## config.mk

```make
export PLATFORM = sky130hd
export DESIGN_NAME = led_status_ctrl
export DESIGN_NICKNAME = d
export VERILOG_FILES = /design/src/rtl/led_status_pkg.sv /design/src/rtl/led_pwm_channel.sv /design/src/rtl/led_status_ctrl.sv
export SDC_FILE = /design/constraint.sdc
export NUM_CORES = 1
export LEC_CHECK = 0
export CAP_MARGIN = 20
export CORE_MARGIN = 1
export CORE_UTILIZATION = 62
export CTS_CLUSTER_SIZE = 14
export DETAILED_ROUTE_END_ITERATION = 10
export GPL_ROUTABILITY_DRIVEN = 0
export PLACE_DENSITY = 0.95
export SLEW_MARGIN = 20
export SYNTH_ARGS = -nofsm -noshare
export SYNTH_HDL_FRONTEND = slang
export SYNTH_SLANG_ARGS = --single-unit
```

## constraint.sdc

```tcl
create_clock -name clk_i -period 6.87 [get_ports clk_i]
set_clock_uncertainty 0.2 [all_clocks]
set_input_delay 1.374 -clock clk_i [delete_from_list [all_inputs] [get_ports clk_i]]
set_output_delay 1.374 -clock clk_i [all_outputs]
set_load 0.02 [all_outputs]
```

## src/rtl/led_status_pkg.sv

```systemverilog
// Shared mode encoding for the LED status controller.
package led_status_pkg;

  typedef logic [1:0] mode_t;

  localparam mode_t MODE_OFF     = 2'b00;
  localparam mode_t MODE_STEADY  = 2'b01;
  localparam mode_t MODE_BLINK   = 2'b10;
  localparam mode_t MODE_BREATHE = 2'b11;

endpackage

```

## src/rtl/led_pwm_channel.sv

```systemverilog
// One LED channel: mode decode and PWM compare, unregistered.
module led_pwm_channel
  import led_status_pkg::*;
#(
  parameter int PWM_BITS = 8
) (
  input  mode_t               mode_i,
  input  logic [PWM_BITS-1:0] duty_i,
  input  logic [PWM_BITS-1:0] cnt_i,
  input  logic                phase_i,
  input  logic [PWM_BITS-1:0] lvl_i,
  input  logic                force_i,
  output logic                raw_o
);

  logic [PWM_BITS-1:0] eff;
  logic                on;

  always_comb begin
    eff = phase_i ? ~lvl_i : lvl_i;
    on  = 1'b0;
    unique case (1'b1)
      (mode_i == MODE_OFF):     on = 1'b0;
      (mode_i == MODE_STEADY):  on = cnt_i < duty_i;
      (mode_i == MODE_BLINK):   on = (cnt_i < duty_i) & ~phase_i;
      (mode_i == MODE_BREATHE): on = cnt_i < eff;
      default:                  on = 1'b0;
    endcase
  end

  assign raw_o = on | force_i;

endmodule

```

## src/rtl/led_status_ctrl.sv

```systemverilog
// Multi-channel LED status controller: shared timebase, hold window,
// per-channel PWM with registered outputs.
module led_status_ctrl
  import led_status_pkg::*;
#(
  parameter int CHANNELS   = 3,
  parameter int PWM_BITS   = 8,
  parameter int PRESCALE   = 12000,
  parameter int BLINK_BITS = 9,
  parameter int HOLD_MAX   = 3072,
  parameter int ACT_TICKS  = 1024,
  parameter int ACT_CH     = 0
) (
  input  logic                         clk_i,
  input  logic                         rstn_i,
  input  logic                         sleep_i,
  input  logic                         pu_i,
  input  logic [2*CHANNELS-1:0]        mode_i,
  input  logic [PWM_BITS*CHANNELS-1:0] duty_i,
  output logic [CHANNELS-1:0]          pwm_o,
  output logic                         override_o
);

  localparam int PRE_W  = $clog2(PRESCALE);
  localparam int HOLD_W = $clog2(HOLD_MAX + 1);

  localparam logic [PRE_W-1:0]  PRE_LAST = PRE_W'(PRESCALE - 1);
  localparam logic [HOLD_W-1:0] HOLD_TOP = HOLD_W'(HOLD_MAX);
  localparam logic [HOLD_W-1:0] HOLD_RLD = HOLD_W'(HOLD_MAX - ACT_TICKS);

  logic [1:0]                         sync_q;
  logic                               sleep_s;
  logic                               tick;
  logic [PRE_W-1:0]                   pre_cnt_q, pre_cnt_d;
  logic [PWM_BITS-1:0]                pwm_cnt_q, pwm_cnt_d;
  logic [BLINK_BITS-1:0]              blink_cnt_q, blink_cnt_d;
  logic [HOLD_W-1:0]                  hold_cnt_q, hold_cnt_d;
  mode_t [CHANNELS-1:0]               mode_sh_q, mode_sh_d;
  logic [CHANNELS-1:0][PWM_BITS-1:0]  duty_sh_q, duty_sh_d;
  logic [CHANNELS-1:0]                raw;
  logic [CHANNELS-1:0]                pwm_q;
  logic                               ovr_d, ovr_q;
  logic                               phase;
  logic [PWM_BITS-1:0]                lvl;

  assign sleep_s = sync_q[1];
  assign phase   = blink_cnt_q[BLINK_BITS-1];
  assign lvl     = blink_cnt_q[BLINK_BITS-2 -: PWM_BITS];

  always_comb begin
    tick        = (pre_cnt_q == PRE_LAST);
    pre_cnt_d   = tick ? '0 : pre_cnt_q + PRE_W'(1);
    pwm_cnt_d   = pwm_cnt_q + PWM_BITS'(1);
    blink_cnt_d = tick ? blink_cnt_q + BLINK_BITS'(1) : blink_cnt_q;

    // Reload only from saturation, so activity never extends an open window.
    hold_cnt_d = hold_cnt_q;
    if (hold_cnt_q == HOLD_TOP) begin
      if (!sleep_s) hold_cnt_d = HOLD_RLD;
    end else if (tick) begin
      hold_cnt_d = hold_cnt_q + HOLD_W'(1);
    end

    mode_sh_d = mode_sh_q;
    duty_sh_d = duty_sh_q;
    if (&pwm_cnt_q) begin
      mode_sh_d = mode_i;
      duty_sh_d = duty_i;
    end

    ovr_d = ~pu_i | (hold_cnt_q != HOLD_TOP);
  end

  for (genvar n = 0; n < CHANNELS; n++) begin : g_ch
    led_pwm_channel #(
      .PWM_BITS(PWM_BITS)
    ) u_ch (
      .mode_i (mode_sh_q[n]),
      .duty_i (duty_sh_q[n]),
      .cnt_i  (pwm_cnt_q),
      .phase_i(phase),
      .lvl_i  (lvl),
      .force_i(ovr_d & (n == ACT_CH)),
      .raw_o  (raw[n])
    );
  end

  always_ff @(posedge clk_i or negedge rstn_i) begin
    if (!rstn_i) begin
      sync_q      <= '0;
      pre_cnt_q   <= '0;
      pwm_cnt_q   <= '0;
      blink_cnt_q <= '0;
      hold_cnt_q  <= '0;
      mode_sh_q   <= '0;
      duty_sh_q   <= '0;
      pwm_q       <= '0;
      ovr_q       <= 1'b0;
    end else begin
      sync_q      <= {sync_q[0], sleep_i};
      pre_cnt_q   <= pre_cnt_d;
      pwm_cnt_q   <= pwm_cnt_d;
      blink_cnt_q <= blink_cnt_d;
      hold_cnt_q  <= hold_cnt_d;
      mode_sh_q   <= mode_sh_d;
      duty_sh_q   <= duty_sh_d;
      pwm_q       <= raw;
      ovr_q       <= ovr_d;
    end
  end

  assign pwm_o      = pwm_q;
  assign override_o = ovr_q;

endmodule

```

==> results.yml, run 1 <==
outcome:
  outcome: "completed"
pwr:
  p_clk_frac: 0.419
  ir_drop_mv: 0.1634
  power_switching_mw: 0.1799
  p_comb_frac: 0.032
  swShare: 0.2120
  p_int_mw: 0.6683
  power_mw: 0.8482
  p_per_area_nw_per_um2: 183.5
  cellLeakagePower_nw: 2.247
  seq_power_share: 0.549
synthesis:
  synth_nets: 451
  syn_inst: 384
  syn-cell-area_sq_um: 3983
  synth_edf_count: 0
  synth-main-ff-cell: "dfrtp_1"
  async_flop_share: 1.000
  synth_cell_type_count: 36
  ys_warn_count: 0
  ys_ff_latch: 79
  avgSynthCellArea_sq_um: 10.37
  ys_seq_area_frac: 0.4964
cells_and_area:
  drive_above_1_share: 0.07226
  antenna_cells: 0
  area_growth_pct: 16.09
  fin_util: 0.7628
  nets: 491
floorplan:
  core_area_sq_um: 6061
  dieArea_sq_um: 6748
  rows: 28
  die_h_microns: 82.15
  die_w_microns: 82.15
  pin_count: 38
  start_util: 0.6571
clock_tree:
  clock-sinks: 79
  clockRootBuffer: "clkbuf_8"
  cts_tree: "yes"
  cts_buffers: 9
  path_clk_slew_ps: 80
  clockBufferDepth: 2
  post_cts_buffers: 0
  cts_resized: 0
  clk_latency_ps: 360
  holdBufCountCts: 0
  cts_max_level: 3
critical_path:
  path_class: "flip-flop to primary output"
  path_buf_inv: 1
  end_kind: "primary output"
  critPathMaxFanout: 1
  crit_family: "buffers and inverters"
  crit_chain: "clkdlybuf4s50_1"
  cp.required_ps: 5300
  cp_data_arrival_time_ps: 1310
  crit_path_start_kind: "flip-flop"
  critPathMaxStageDelay_ps: 610
  cp_slowest_cell: "clkdlybuf4s50_1"
route:
  dr.pass1.iters: 5
  vias_per_cell: 5.714
  drt_iter0_markers: 130
  finalWirelength_microns: 7736
  wl_per_cell_microns: 15.35
  drc_errors: 0
  ant_nets: 0
  vias: 2880
timing:
  setup_viol: 0
  worstMarginPinSlew_ps: 958.2
  fin_crit_ps: 2883
  maxSlewHeadroom: 0.3612
  fin_crit_sh: 0.4197
  hold_viol: 0
  holdWs_ps: 163.4
  grt_setup_unrepaired: "false"
  setup_tns_ps: 0
  maxSlewViolCount: 0
  fmax_ghz: 0.3469
worst_hold_path:
  hold_class: "flip-flop to flip-flop"
global_route:
  grt_overflow: 0
  antenna_found_initial: 0
  grt_pass1_wl_microns: 12700
  grt_max_degree: 80
  grtUsageTotal: 0.2560
  grt_pass1_vias: 2913
flow_run:
  max_cap_viol_count: 0
placement:
  dp_hpwl_microns: 5356
  io_buffers: 37
worst paths after layout:
path | start | to | slack [ps] | depth (start not counted)
worst max-delay path | pwm_o[0]$_DFF_PN0_ | pwm_o[0] | 3990 | 1
worst min-delay path | sync_q[0]$_DFF_PN0_ | sync_q[1]$_DFF_PN0_ | 160 | 0
worst max register to register | pre_cnt_q[0]$_DFF_PN0_ | blink_cnt_q[5]$_DFFE_PN0P_ | 4230 | 6
worst min register to register | sync_q[0]$_DFF_PN0_ | sync_q[1]$_DFF_PN0_ | 160 | 0
max in group asynchronous | rstn_i | pwm_cnt_q[7]$_DFF_PN0_ | 4890 | 1
min in group asynchronous | rstn_i | duty_sh_q[12]$_DFFE_PN0P_ | 960 | 1
stage by stage:
stage | instance area [sq um] | worst slack [ps] | std cells
final | 4623 | 3987 | 504
after global routing | 4623 | 3962 | 504
after CTS | 4623 | 3983 | 504
after detailed placement | 4415 | 4249 | 488
after global placement | 4415 | 4347 | 488
after floorplan | 3983 | 4595 | 384
area by class of cell:
cell class | instances | area [sq um]
inverter | 30 | 112.6
tap | 75 | 93.84
sequential | 79 | 1977
timing repair buffer | 38 | 375.4
multi-input combinational | 266 | 1857
clock buffer | 11 | 151.4
clock inverter | 5 | 56.30
fill | 375 | 1438
registers in the layout, indices dropped and copies added, names as in the netlist:
name         count
pwm_cnt_q        8
duty_sh_q       24
override_o       1
sync_q           2
pre_cnt_q       14
hold_cnt_q      12
mode_sh_q        6
pwm_o            3
blink_cnt_q      9
cells by family after synthesis:
family	Yosys count	share of synthesized area
simple gates	128	0.1624
flops	79	0.4964
compound gates	54	0.08200
xor+xnor	40	0.08797
buf+inv	39	0.03739
fa+ha+maj	33	0.1037
mux	11	0.03016
synthesized netlist by cell type (5+ instances only):
cell | instances | area, sq um
nand4_1 | 15 | 93.84
ha_1 | 33 | 412.9
o21ai_0 | 31 | 155.2
nor3_1 | 5 | 25.02
clkbuf_1 | 5 | 18.77
mux2_2 | 8 | 90.09
xor2_1 | 18 | 157.7
nand3_1 | 16 | 80.08
nor2_1 | 21 | 78.83
and3_1 | 5 | 31.28
a21oi_1 | 5 | 25.02
xnor2_1 | 22 | 192.7
dfrtp_1 | 79 | 1977
nand2_1 | 50 | 187.7
inv_1 | 30 | 112.6
a211oi_1 | 5 | 37.54
per-layer routing:
| metal | up-vias | GRT usage | part of all wire |
|---|---|---|---|
| met1 | 1389 | 0.2895 | 0.43 |
| li1 | 1404 | - | - |
| met4 | 0 | 0.1421 | 0.026 |
| met5 | - | 0 | 0 |
| met2 | 62 | 0.4529 | 0.51 |
| met3 | 25 | 0.04835 | 0.035 |
cells in the final DEF, fill, tap and decap left out, types with 4 or more instances in the layout:
cell / Yosys / final
a211oi_1: 5 / 5
a21o_1: 4 / 4
a21oi_1: 5 / 5
and3_1: 5 / 5
clkbuf_8: 0 / 11
clkdlybuf4s50_1: 0 / 36
dfrtp_1: 79 / 79
ha_1: 33 / 33
inv_1: 30 / 30
mux2_2: 8 / 8
nand2_1: 50 / 50
nand3_1: 16 / 16
nand4_1: 15 / 15
nor2_1: 21 / 21
nor3_1: 5 / 5
o2111ai_1: 4 / 4
o21ai_0: 31 / 31
xnor2_1: 22 / 22
xor2_1: 18 / 18
power groups by stage:
stage	Combinational [mW]	Sequential [mW]	Clock, mW
after CTS	0.0282	0.465	0.360
after global routing	0.0305	0.465	0.381
after floorplan	0.000298	0.475	0
after detailed placement	0.0279	0.475	0
after global placement	0.0277	0.475	0
final	0.0274	0.465	0.355
Power figures use the tool's default switching activity.
==> run 2, diff against run 1 <==
- CORE_UTILIZATION: 62 -> 57
- PLACE_DENSITY: 0.95 -> 0.9
- clock period: 6.87 -> 2.8 ns (I/O delays scaled with it)
==> results.yml, run 2 (synthesized netlist as in run 1, its figures left out) <==
timing:
  maxSlewViolCount: 0
  maxSlewHeadroom: 0.6500
  worstMarginPinSlew_ps: 525.0
  fin_crit_sh: 0.8631
  setup_viol: 0
  grt_setup_unrepaired: "false"
  hold_viol: 0
  fin_crit_ps: 2417
  fmax_ghz: 0.4138
  setup_tns_ps: 0
critical_path:
  cp_data_arrival_time_ps: 2510
  r2r_cells: 7
  end_kind: "flip-flop"
  cp.required_ps: 2890
  path_class: "flip-flop to flip-flop"
  crit_path_start_kind: "flip-flop"
  critPathMaxFanout: 12
pwr:
  cellLeakagePower_nw: 2.299
  swShare: 0.2018
  ir_drop_mv: 0.2835
  p_comb_frac: 0.033
  p_clk_frac: 0.442
  power_switching_mw: 0.4389
  p_per_area_nw_per_um2: 460.3
  seq_power_share: 0.525
  p_int_mw: 1.736
route:
  vias_per_cell: 5.718
  ant_nets: 0
  finalWirelength_microns: 7830
  vias: 2945
  wl_per_cell_microns: 15.20
  dr.pass1.iters: 4
  drc_errors: 0
  drt_iter0_markers: 125
clock_tree:
  clock-sinks: 79
  cts_max_level: 3
  cts_buffers: 9
  clockBufferDepth: 2
  cts_resized: 0
  path_clk_slew_ps: 80
  clk_latency_ps: 350
  cts_tree: "yes"
  clockRootBuffer: "clkbuf_8"
  post_cts_buffers: 0
worst_hold_path:
  hold_class: "flip-flop to flip-flop"
  min_path_cells: 0
global_route:
  antenna_found_initial: 0
  grtUsageTotal: 0.2379
  grt_max_degree: 45
  grt_pass1_vias: 3061
  grt_pass1_wl_microns: 13400
  grt_overflow: 0
cells_and_area:
  largestRegisters: "duty_sh_q x24, pre_cnt_q x14, hold_cnt_q x12"
  largest_register_ff_count: 24
  area_growth_pct: 18.63
  drive_above_1_share: 0.08276
  layout.cells.most_common_list: "dfrtp_1 (79), nand2_1 (50), clkdlybuf4s50_1 (36), ha_1 (33), o21ai_0 (31)"
  antenna_cells: 0
  multiInputGateArea_sq_um: 1857
  seq_area_sq_um: 1977
  stdcell_area_sq_um: 4725
  mostFrequentLayoutCell: "dfrtp_1"
  fin_cells: 515
  fillers: 471
  regMostFlops: "duty_sh_q"
  nets: 497
floorplan:
  rows: 30
  core_area_sq_um: 6756
  die_w_microns: 85.59
  start_util: 0.5894
  pin_count: 38
  dieArea_sq_um: 7326
  die_h_microns: 85.59
flow_run:
  max_cap_viol_count: 0
placement:
  dp_hpwl_microns: 5684
  dp.cells: 498
  place_area_sq_um: 4484
  io_buffers: 37
outcome:
  outcome: "completed"
-- run 2: changes by cell type in the layout (fill, tap and decap cells not counted) --
cell           before  now
dlygate4sd3_1       0    1
inv_6               0    1
clkinvlp_4          1    0
bufinv_16           1    2
buf_12              0    2
clkinv_4            1    0
buf_4               2    5
-- run 2: layout make-up --
| cell class | instances | area share |
|---|---|---|
| clock inverters | 5 | 0.01668 |
| inverters | 30 | 0.02383 |
| flip-flops and latches | 79 | 0.4184 |
| clock buffers | 11 | 0.03204 |
| well taps | 80 | 0.02119 |
| repair buffers | 44 | 0.09481 |
| multi-input cells | 266 | 0.3930 |
-- run 2: metrics by stage --
step           utilization  power (mW)  setup WS, ps  hold slack, ps
2_1_floorplan            -       1.165         524.9           64.41
3_3_place_gp        0.6637       1.236         555.6           139.1
3_5_place_dp        0.6637       1.237         431.9           144.2
4_1_cts             0.6993       2.193         402.4           161.9
5_1_grt             0.6993       2.252         155.1           172.2
6_report            0.6993       2.175         383.3           159.7
-- run 2: what timing repair did --
item / CTS / global route
endpoints found under the hold margin: 35 / 0
hold buffers: 1 / 0
endpoints found under the setup margin: 0 / 0
-- run 2: worst max-delay path, stage by stage, from the launching register on --
cell      delay, ps
dfrtp_1         680
xnor2_1         150
ha_1            320
a211oi_1        270
a211oi_1        120
a211oi_1        380
nand3_1         140
nand3_1         110
-- run 2: final timing paths --
path                                       startpoint                   endpoint  slack (ps)
setup / recovery           blink_cnt_q[8]$_DFFE_PN0P_         pwm_o[2]$_DFF_PN0_         380
hold / removal                    sync_q[0]$_DFF_PN0_        sync_q[1]$_DFF_PN0_         160
setup reg to reg           blink_cnt_q[8]$_DFFE_PN0P_         pwm_o[2]$_DFF_PN0_         380
hold reg to reg                   sync_q[0]$_DFF_PN0_        sync_q[1]$_DFF_PN0_         160
max in group asynchronous                      rstn_i     pre_cnt_q[8]$_DFF_PN0_        1300
min in group asynchronous                      rstn_i  duty_sh_q[22]$_DFFE_PN0P_         510
-- run 2: layer usage --
metal / share of wire / track usage / routed length, microns / vias to the layer above
met4: 0.026 / 0.1212 / 204 / 0
met1: 0.42 / 0.2694 / 3250 / 1431
met5: 0 / 0 / 0 / -
met2: 0.52 / 0.4211 / 4046 / 84
li1: - / - / - / 1411
met3: 0.042 / 0.05486 / 327 / 19
-- run 2: power groups by stage --
stage	sequential, mW	combinational, mW	clock (mW)
6_report	1.14	0.0726	0.960
3_3_place_gp	1.16	0.0719	0
4_1_cts	1.14	0.0746	0.977
3_5_place_dp	1.16	0.0730	0
2_1_floorplan	1.16	0.000731	0
5_1_grt	1.14	0.0805	1.03
==> run 3, diff against run 2 <==
- CTS_CLUSTER_DIAMETER: default -> 200
- CTS_CLUSTER_SIZE: 14 -> 16
==> results of run 3 <==
The final DEF is identical to that of run 2; final timing and power are the same.
